## src/rtl/game_pkg.sv

```systemverilog
// Shared types for the ball/paddle game engine:
// plotter object codes, FSM states, direction bits.
package game_pkg;

  typedef enum logic [1:0] {
    OBJ_BALL   = 2'b00,
    OBJ_PADDLE = 2'b01,
    OBJ_NONE   = 2'b11
  } obj_e;

  typedef enum logic [2:0] {
    IDLE,
    BALL_UPD,
    BALL_PLOT,
    PAD_UPD,
    PAD_PLOT,
    OVER
  } state_e;

  localparam logic DIR_LEFT  = 1'b0;
  localparam logic DIR_RIGHT = 1'b1;
  localparam logic DIR_UP    = 1'b0;
  localparam logic DIR_DOWN  = 1'b1;

endpackage

```

## src/rtl/tick_divider.sv

```systemverilog
// Free-running game tick generator: one-cycle pulse
// on the last count of every TICK_CYCLES-cycle period.
module tick_divider #(
  parameter int unsigned TICK_CYCLES = 833333
) (
  input  logic clk,
  input  logic reset,
  output logic tick
);

  localparam int unsigned CW =
    (TICK_CYCLES > 1) ? $clog2(TICK_CYCLES) : 1;
  localparam logic [CW-1:0] LAST = CW'(TICK_CYCLES - 1);

  logic [CW-1:0] cnt_q;
  logic [CW-1:0] cnt_d;

  // Next count wraps back to zero after the last value
  always_comb begin
    cnt_d = cnt_q + CW'(1);
    if (cnt_q == LAST) cnt_d = '0;
  end

  // Period counter
  always_ff @(posedge clk or posedge reset) begin
    if (reset) cnt_q <= '0;
    else       cnt_q <= cnt_d;
  end

  assign tick = (cnt_q == LAST);

endmodule

```

## src/rtl/ball_paddle_engine.sv

```systemverilog
// Ball/paddle game state with wall, paddle and miss
// handling; changed objects are sent to the plotter.
module ball_paddle_engine
  import game_pkg::*;
#(
  parameter int unsigned TICK_CYCLES = 833333,
  parameter int unsigned X_W         = 8,
  parameter int unsigned Y_W         = 7,
  parameter int unsigned MAX_X       = 159,
  parameter int unsigned MAX_Y       = 119,
  parameter int unsigned BALL_SIZE   = 2,
  parameter int unsigned PADDLE_LEN  = 16,
  parameter int unsigned PADDLE_Y    = 115,
  parameter int unsigned PADDLE_STEP = 1,
  parameter int unsigned BALL_X0     = 51,
  parameter int unsigned BALL_Y0     = 25,
  parameter int unsigned PADDLE_X0   = 72,
  parameter int unsigned LIVES       = 3
) (
  input  logic           clk,
  input  logic           reset,
  input  logic           move_left,
  input  logic           move_right,
  input  logic           plot_done,
  output logic           start_plot,
  output logic [1:0]     object,
  output logic [X_W-1:0] new_x,
  output logic [Y_W-1:0] new_y,
  output logic [X_W-1:0] old_x,
  output logic [Y_W-1:0] old_y,
  output logic [X_W-1:0] size_x,
  output logic [Y_W-1:0] size_y,
  output logic [2:0]     lives,
  output logic           game_over
);

  localparam logic [X_W-1:0] BX_LIM =
    X_W'(MAX_X + 1 - BALL_SIZE);
  localparam logic [Y_W-1:0] BY_LIM =
    Y_W'(MAX_Y + 1 - BALL_SIZE);
  localparam logic [Y_W-1:0] BY_HIT =
    Y_W'(PADDLE_Y - BALL_SIZE);
  localparam logic [X_W-1:0] PX_LIM =
    X_W'(MAX_X + 1 - PADDLE_LEN);
  localparam logic [X_W:0]   PX_LIM_W =
    (X_W+1)'(MAX_X + 1 - PADDLE_LEN);
  localparam logic [X_W-1:0] BX0  = X_W'(BALL_X0);
  localparam logic [Y_W-1:0] BY0  = Y_W'(BALL_Y0);
  localparam logic [X_W-1:0] PX0  = X_W'(PADDLE_X0);
  localparam logic [Y_W-1:0] PY   = Y_W'(PADDLE_Y);
  localparam logic [X_W-1:0] BSX  = X_W'(BALL_SIZE);
  localparam logic [Y_W-1:0] BSY  = Y_W'(BALL_SIZE);
  localparam logic [X_W-1:0] PLEN = X_W'(PADDLE_LEN);
  localparam logic [X_W-1:0] STEP = X_W'(PADDLE_STEP);
  localparam logic [X_W:0]   BS_W = (X_W+1)'(BALL_SIZE);
  localparam logic [X_W:0]   PL_W = (X_W+1)'(PADDLE_LEN);
  localparam logic [X_W:0]   ST_W = (X_W+1)'(PADDLE_STEP);

  logic tick;

  state_e         state_q;
  logic           pending_q;
  logic           start_q;
  obj_e           obj_q;
  logic [X_W-1:0] new_x_q, old_x_q, size_x_q;
  logic [Y_W-1:0] new_y_q, old_y_q, size_y_q;
  logic [X_W-1:0] ball_x_q, ball_x_d;
  logic [Y_W-1:0] ball_y_q, ball_y_d;
  logic           dir_x_q, dir_x_d;
  logic           dir_y_q, dir_y_d;
  logic [X_W-1:0] pad_x_q, pad_x_d;
  logic [2:0]     lives_q;
  logic           over_q;
  logic           miss;
  logic           pad_hit;

  tick_divider #(
    .TICK_CYCLES(TICK_CYCLES)
  ) u_tick (
    .clk  (clk),
    .reset(reset),
    .tick (tick)
  );

  assign pad_hit = (dir_y_q == DIR_DOWN)
    && (ball_y_q == BY_HIT)
    && (({1'b0, ball_x_q} + BS_W) > {1'b0, pad_x_q})
    && ({1'b0, ball_x_q} < ({1'b0, pad_x_q} + PL_W));

  // Ball move for this tick, reflecting without a lag tick
  always_comb begin
    ball_x_d = ball_x_q;
    ball_y_d = ball_y_q;
    dir_x_d  = dir_x_q;
    dir_y_d  = dir_y_q;
    miss     = 1'b0;
    if (dir_x_q == DIR_RIGHT) begin
      if (ball_x_q >= BX_LIM) begin
        dir_x_d  = DIR_LEFT;
        ball_x_d = ball_x_q - X_W'(1);
      end else begin
        ball_x_d = ball_x_q + X_W'(1);
      end
    end else begin
      if (ball_x_q == '0) begin
        dir_x_d  = DIR_RIGHT;
        ball_x_d = ball_x_q + X_W'(1);
      end else begin
        ball_x_d = ball_x_q - X_W'(1);
      end
    end
    if (dir_y_q == DIR_UP) begin
      if (ball_y_q == '0) begin
        dir_y_d  = DIR_DOWN;
        ball_y_d = ball_y_q + Y_W'(1);
      end else begin
        ball_y_d = ball_y_q - Y_W'(1);
      end
    end else if (pad_hit) begin
      dir_y_d  = DIR_UP;
      ball_y_d = ball_y_q - Y_W'(1);
    end else if (ball_y_q >= BY_LIM) begin
      miss = 1'b1;
    end else begin
      ball_y_d = ball_y_q + Y_W'(1);
    end
    if (miss) begin
      ball_x_d = BX0;
      ball_y_d = BY0;
      dir_x_d  = DIR_RIGHT;
      dir_y_d  = DIR_DOWN;
    end
  end

  // Clamped paddle position; conflicting requests cancel
  always_comb begin
    pad_x_d = pad_x_q;
    if (move_left && !move_right) begin
      if (pad_x_q < STEP) pad_x_d = '0;
      else                pad_x_d = pad_x_q - STEP;
    end else if (move_right && !move_left) begin
      if (({1'b0, pad_x_q} + ST_W) > PX_LIM_W)
        pad_x_d = PX_LIM;
      else
        pad_x_d = pad_x_q + STEP;
    end
  end

  // Game FSM with registered plot request outputs
  always_ff @(posedge clk or posedge reset) begin
    if (reset) begin
      state_q   <= IDLE;
      pending_q <= 1'b0;
      start_q   <= 1'b0;
      obj_q     <= OBJ_NONE;
      new_x_q   <= '0;
      new_y_q   <= '0;
      old_x_q   <= '0;
      old_y_q   <= '0;
      size_x_q  <= '0;
      size_y_q  <= '0;
      ball_x_q  <= BX0;
      ball_y_q  <= BY0;
      dir_x_q   <= DIR_RIGHT;
      dir_y_q   <= DIR_DOWN;
      pad_x_q   <= PX0;
      lives_q   <= 3'(LIVES);
      over_q    <= 1'b0;
    end else begin
      if (tick && state_q != IDLE && state_q != OVER)
        pending_q <= 1'b1;
      unique case (state_q)
        IDLE: begin
          if (tick || pending_q) begin
            pending_q <= 1'b0;
            state_q   <= BALL_UPD;
          end
        end
        BALL_UPD: begin
          old_x_q <= ball_x_q;
          old_y_q <= ball_y_q;
          if (miss) lives_q <= lives_q - 3'd1;
          if (miss && lives_q == 3'd1) begin
            over_q  <= 1'b1;
            obj_q   <= OBJ_NONE;
            state_q <= OVER;
          end else begin
            ball_x_q <= ball_x_d;
            ball_y_q <= ball_y_d;
            dir_x_q  <= dir_x_d;
            dir_y_q  <= dir_y_d;
            new_x_q  <= ball_x_d;
            new_y_q  <= ball_y_d;
            size_x_q <= BSX;
            size_y_q <= BSY;
            obj_q    <= OBJ_BALL;
            start_q  <= 1'b1;
            state_q  <= BALL_PLOT;
          end
        end
        BALL_PLOT: begin
          if (start_q) begin
            start_q <= 1'b0;
          end else if (plot_done) begin
            obj_q   <= OBJ_NONE;
            state_q <= PAD_UPD;
          end
        end
        PAD_UPD: begin
          if (pad_x_d != pad_x_q) begin
            pad_x_q  <= pad_x_d;
            old_x_q  <= pad_x_q;
            new_x_q  <= pad_x_d;
            old_y_q  <= PY;
            new_y_q  <= PY;
            size_x_q <= PLEN;
            size_y_q <= Y_W'(1);
            obj_q    <= OBJ_PADDLE;
            start_q  <= 1'b1;
            state_q  <= PAD_PLOT;
          end else begin
            state_q <= IDLE;
          end
        end
        PAD_PLOT: begin
          if (start_q) begin
            start_q <= 1'b0;
          end else if (plot_done) begin
            obj_q   <= OBJ_NONE;
            state_q <= IDLE;
          end
        end
        OVER: begin
          state_q <= OVER;
        end
        default: begin
          state_q <= IDLE;
        end
      endcase
    end
  end

  assign start_plot = start_q;
  assign object     = obj_q;
  assign new_x      = new_x_q;
  assign new_y      = new_y_q;
  assign old_x      = old_x_q;
  assign old_y      = old_y_q;
  assign size_x     = size_x_q;
  assign size_y     = size_y_q;
  assign lives      = lives_q;
  assign game_over  = over_q;

endmodule

```

## config.mk

```make
export PLATFORM = sky130hd
export DESIGN_NAME = ball_paddle_engine
export DESIGN_NICKNAME = d
export VERILOG_FILES = /design/src/rtl/game_pkg.sv /design/src/rtl/tick_divider.sv /design/src/rtl/ball_paddle_engine.sv
export SDC_FILE = /design/constraint.sdc
export NUM_CORES = 1
export LEC_CHECK = 0
export ABC_AREA = 1
export BUFFER_PORTS_ARGS = -buffer_cell sky130_fd_sc_hd__buf_4
export CORE_UTILIZATION = 50
export CTS_BUF_LIST = sky130_fd_sc_hd__clkbuf_8
export CTS_CLUSTER_DIAMETER = 150
export CTS_CLUSTER_SIZE = 25
export DETAILED_ROUTE_END_ITERATION = 10
export PLACE_DENSITY = 0.66
export SLEW_MARGIN = 20
export SYNTH_ARGS = -nofsm -noshare
export SYNTH_HDL_FRONTEND = slang
export SYNTH_SLANG_ARGS = --single-unit
```

## constraint.sdc

```tcl
create_clock -name clk -period 3.15 [get_ports clk]
set_clock_uncertainty 0.1 [all_clocks]
set_input_delay 0.1575 -clock clk [delete_from_list [all_inputs] [get_ports clk]]
set_output_delay 0.1575 -clock clk [all_outputs]
set_load 0.005 [all_outputs]
```

# After elaboration in Yosys (flattened, before gate mapping)
# Index checks and enable logic that the tools add are counted.
# word_totals
in_bits	5
register_bits	101
out_inout_bits	52
# classes
magnitude_cmp	6
addsub	11
bitwise	1
n_eq_ne	19
n_reduce_logical	27
n_mux	59
# op_table
cell	count
8-bit two-way mux	13
7-bit two-way mux	9
8-bit one-hot mux with 2 select lines	3
7-bit one-hot mux with 2 select lines	3
3-bit two-way mux	7
20-bit by 1-bit adder with 20-bit output, second input constant	1
20-bit equality test, second input constant	1
20-bit two-way mux	1
3-bit one-hot mux with 6 select lines	1
8-bit by 1-bit adder with 8-bit output, second input constant	2
1-bit two-way mux	16
2-bit != test, second input constant	8
8-bit by 1-bit subtractor with 8-bit output, second input constant	2
2-bit AND reduction	5
8-bit by 1-bit adder with 9-bit output, second input constant	1
8-bit by 2-bit adder with 9-bit output, second input constant	1
8-bit by 5-bit adder with 9-bit output, second input constant	1
9-bit by 8-bit > comparator with 1-bit output	1
9-bit by 8-bit > comparator with 1-bit output, second input constant	1
8-bit by 9-bit < comparator with 1-bit output	1
8-bit greater-or-equal comparator, second input constant	1
1-bit logical AND	8
8-bit zero test	1
8-bit by 1-bit < comparator with 1-bit output, second input constant	1
25 further kinds	34

# Longest topological paths before layout
# depth
depth_word	9
depth_mapped	24
depth_no_buf	23

# Cells and area by module
# Synthesis repeated with hierarchy kept, for this count alone.
# hier_totals
hier_cells	877
area_unflattened_um2	6322.3
# by_module_without_submodules
mod	seq_area_each_um2	area_per_inst_um2	cells_per_inst	instances
ball_paddle_engine	1720.4	5116.2	714	1
tick_divider	500.5	1206.2	163	1

# Least setup slack after synthesis
# No wires, ideal clock.
# synth_path
path_type	register to register
from	register ball_x_q[4]
to	register ball_y_q[2]
synth_period_minus_slack_ns	2.697
path_stages_with_launch	19
setup_ns	0.119
setup_slack_ns	0.453
arrival_ns	2.477
required_time_ns	2.931
cell_sequence	dfstp_2 clkbuf_1 nand2_1 nor2_1 nand2_1 xor2_1 inv_1 ha_1 nand2_1 inv_1 nand3_1 o31ai_1 nand2_1 inv_1 nand2_1 o21ai_0 nand2_1 nand3_1 nand2_1
# synth_via
elab_chain_len	9
elab_cells_between_ends	13
cone_classes	1 x add/sub; 2 x order compare; 5 x mux; 1 x bitwise; 4 x reduce/logical
# synth_rtl
element	line	source
start: declaration	ball_paddle_engine.sv:67	logic [X_W-1:0] ball_x_q, ball_x_d;
start signal: assignment	ball_paddle_engine.sv:188	ball_x_q <= ball_x_d;
8-bit by 2-bit adder with 9-bit output	ball_paddle_engine.sv:87	&& (({1'b0, ball_x_q} + BS_W) > {1'b0, pad_x_q})
9-bit by 8-bit > comparator with 1-bit output	ball_paddle_engine.sv:87	
1-bit logical AND	ball_paddle_engine.sv:87	
1-bit logical AND (*)	ball_paddle_engine.sv:88	&& ({1'b0, ball_x_q} < ({1'b0, pad_x_q} + PL_W));
1-bit two-way mux	ball_paddle_engine.sv:119	end else if (pad_hit) begin
1-bit two-way mux	ball_paddle_engine.sv:112	if (dir_y_q == DIR_UP) begin
1-bit logical AND	ball_paddle_engine.sv:183	if (miss && lives_q == 3'd1) begin
1-bit NOT (no source line)	-	
2-bit AND reduction (no source line)	-	
end signal: assignment	ball_paddle_engine.sv:189	ball_y_q <= ball_y_d;
end: declaration	ball_paddle_engine.sv:68	logic [Y_W-1:0] ball_y_q, ball_y_d;
# Every way passes the cells marked *; elsewhere a longest branch is shown, timed or not.
# A chain may end at the register's enable or synchronous reset.

# Worst setup path after layout
# layout_path
from	register ball_x_q[3]
to	register ball_y_q[1]
# The elaborated chain is that of the path after synthesis.

==> run metrics <==
fin crit share 0.919; starting density of the core 0.524; Vias/cell 5.43; Area contributors post-synth dfrtp_1 30%, nand2_1 14%, ha_1 7.2%, dfstp_2 6.5%, nand3_1 6.3%; Critical R2R Launch ball_x_q[3]; Reg2Reg Setup Slack roughly 0.25 ns; Yosys warnings 0; ys flop type dfrtp_1; Max-cap violations 0; Routed Antenna Nets 0; Crit. End Element register; Avg Inst Size Synth a little over 7 um^2; Slew Limit Fails 0; Initial DRT Pass Iterations 8; Critical Path AT between 3 and 4 ns; DR vias 5,646; Final setup viols 0; Worst Tran Pin Value between 0.5 and 0.6 ns; Worst EP required between 3 and 4 ns; failing checks design-rule violations; initial antenna violation count 0; Sum Neg Setup Slack 0 ns; Leak around 0.0035 uW; hold path startpoint plot_done; # DRC 3; clock slew at reported path FFs 0.09 ns; Worst-Skew Late Latency 0.37 ns; Fmax approximately 350 MHz; relative slew slack 0.653; Syn Inst Count approximately 840; Yosys top cell by area dfrtp_1; nets just over 900; Hold EP object[1]; VDD IR-drop max 513 uV; share of cells above drive strength 1 0.162; Die Y approximately 110 um; final wirelength 15.8 mm; placed cells 1,015; CTS tree yes; Yosys top cell area share 0.300; number of port buffers 45; library cells used by synthesis 47; RePlAce Congestion about 1.0; Bufs on Longest Clock Path 2; Detailed Place HPWL ~12 mm; P&R area growth vs syn 12.8%; total track usage 0.262; Hold Path Class primary input to register; vias in the first global route between 5,000 and 6,000; critical path peak fanout 6; core area 11,600 um^2; number of buffers created by CTS 9; Mapped Area between 6000 and 7000 um^2; final instance count without filler cells between 1,000 and 1,500; # IOs between 50 and 60; FF-to-FF path depth 21; startpoint types register; DRT iter0 DRCs 398; Crit Path Class register to register; FF+latch count, synth a little under 90; H-tree Lvls 3; first-pass GRT wire length around 26 mm; grt total ovfl 0; Tmin final a little under 3 ns; worst hold stages 5; Post-synth ARST share 1.00; root buf cell clkbuf_8; Fin. Hold Viols 0; sequential-to-total area share from yosys stat 0.365; total power density per cell area 949 nW/um^2; status finished, violations left; pin count of the biggest net entering global routing 89; die area 12,600 um^2; Die Wd ~110 um; FF-to-FF End ball_y_q[1]; row cnt 39; clock tree sinks 88; routed len/inst about 15 um; number of synthesized flops with an enable pin 0; diode count 0
-- power breakdown --
group | total [uW] | internal [uW] | switching, uW
Sequential | 1990 | 1560 | 428
Clock | 824 | 392 | 432
Combinational | 3700 | 1440 | 2260
-- worst max path at each step --
stage                       end  slack (ns)   startpoint
floorplan           ball_y_q[2]        0.45  ball_x_q[4]
global placement     state_q[2]        0.19   pad_x_q[1]
detailed placement     new_y[2]        0.15  ball_x_q[1]
CTS                    new_y[2]        0.11  ball_x_q[1]
global route        ball_y_q[1]       -0.04  ball_x_q[3]
finish              ball_y_q[1]        0.25  ball_x_q[3]
-- kinds of logic (layout without fill, tap and decap cells) --
logic type,count (synthesis),after routing,synth area share
buffers and inverters,138,187,0.102
other,1,11,0.000616
AO/OA/AOI/OAI,118,118,0.109
XOR/XNOR,26,26,0.0374
flip-flops,88,88,0.365
adder cells (fa/ha/maj),35,35,0.0720
AND/OR/NAND/NOR,431,431,0.314
-- area by class of cell --
cell class	instances	area, um^2
well taps	143	179
clock buffers	10	138
fillers	1086	4750
flip-flops and latches	88	2220
repair buffers	72	556
inverters	99	377
multi-input cells	621	3320
clock inverters	6	68.8
-- repair_timing --
item / CTS / global route
hold endpoints to repair: 73 / 0
hold buffers: 1 / 0
setup endpoints to repair: 0 / 33
gates resized for setup: 0 / 14
setup buffers: 0 / 7
-- layout by cell type (no fill, tap or decap), types with 2 or more instances in the layout --
cell type and instances:
nand3_2 2, nor2_4 3, conb_1 11, o21bai_1 2, dfstp_2 15, xnor2_1 2
o211ai_1 10, buf_4 70, nor3b_1 3, ha_1 34, nor4_1 4, xor2_1 24
nand3_1 77, o21ai_2 2, clkinvlp_4 3, nand2_1 218, nand3b_1 2, nor2_1 76
or2_2 2, o21ai_0 50, nor3_1 12, o21a_1 2, dfrtp_2 3, nor2_2 7
clkbuf_8 10, nand4_1 15, inv_1 89, o21ai_1 5, a21oi_1 32, inv_2 8
nand2_2 5, dfrtp_1 70, a31oi_1 6
-- metrics by stage --
stage,hold WS (ns),cell area [um^2],util,setup WS [ns],total power (uW)
2_1_floorplan,0.352,6120,-,0.453,4420
3_3_place_gp,0.202,6540,0.563,0.189,5480
3_5_place_dp,0.205,6540,0.563,0.150,5530
5_1_grt,0.145,6860,0.591,-0.0400,7120
4_1_cts,0.0963,6760,0.582,0.113,6380
6_report,0.116,6860,0.591,0.254,6510
-- synthesized netlist by cell type, types with 2 or more instances --
cell type	n
nor3_1	12
inv_2	7
nand2_1	219
nand2_2	4
inv_1	91
nor3b_1	3
nand3_2	2
nor2_2	4
buf_6	5
o211ai_1	10
xnor2_1	2
o21ai_1	6
dfstp_2	15
nand4_1	15
xor2_1	24
o21bai_1	2
buf_4	15
nor2_1	79
a21oi_1	33
buf_2	7
o21a_1	2
nor2_4	3
a211oi_1	2
clkbuf_1	11
dfrtp_1	73
a31oi_1	6
nand3b_1	2
nor4_1	4
or2_2	2
ha_1	35
nand3_1	77
o21ai_0	50
-- flip-flops by register name (all words and copies together), names as in the netlist, 7 cells and up --
register	count
new_y	7
new_x	8
old_y	7
old_x	8
ball_y_q	7
pad_x_q	8
u_tick.cnt_q	20
ball_x_q	8
-- metal layers --
| metal | wire, um | global-route usage |
|---|---|---|
| met5 | 0 | 0 |
| met1 | 7690 | 0.366 |
| met2 | 7130 | 0.421 |
| met4 | 351 | 0.0916 |
| met3 | 669 | 0.0329 |
-- critical path: stages, from the launching register on --
cell and delay, ns:
dfrtp_1 0.44, nand2_1 0.11, inv_1 0.09, nand2_1 0.09, nor2_2 0.16, nand2_1 0.10
xor2_1 0.14, inv_1 0.06, ha_1 0.29, nand2_1 0.06, inv_1 0.08, nand3_1 0.12
nor2_1 0.11, nor2_1 0.06, o31ai_2 0.06, nand2_1 0.11, inv_1 0.09, nand2_2 0.08
nand2_1 0.07, nand3_1 0.08, a21oi_2 0.21, a21oi_1 0.06
No activity file was read; power rests on OpenSTA's default activity.
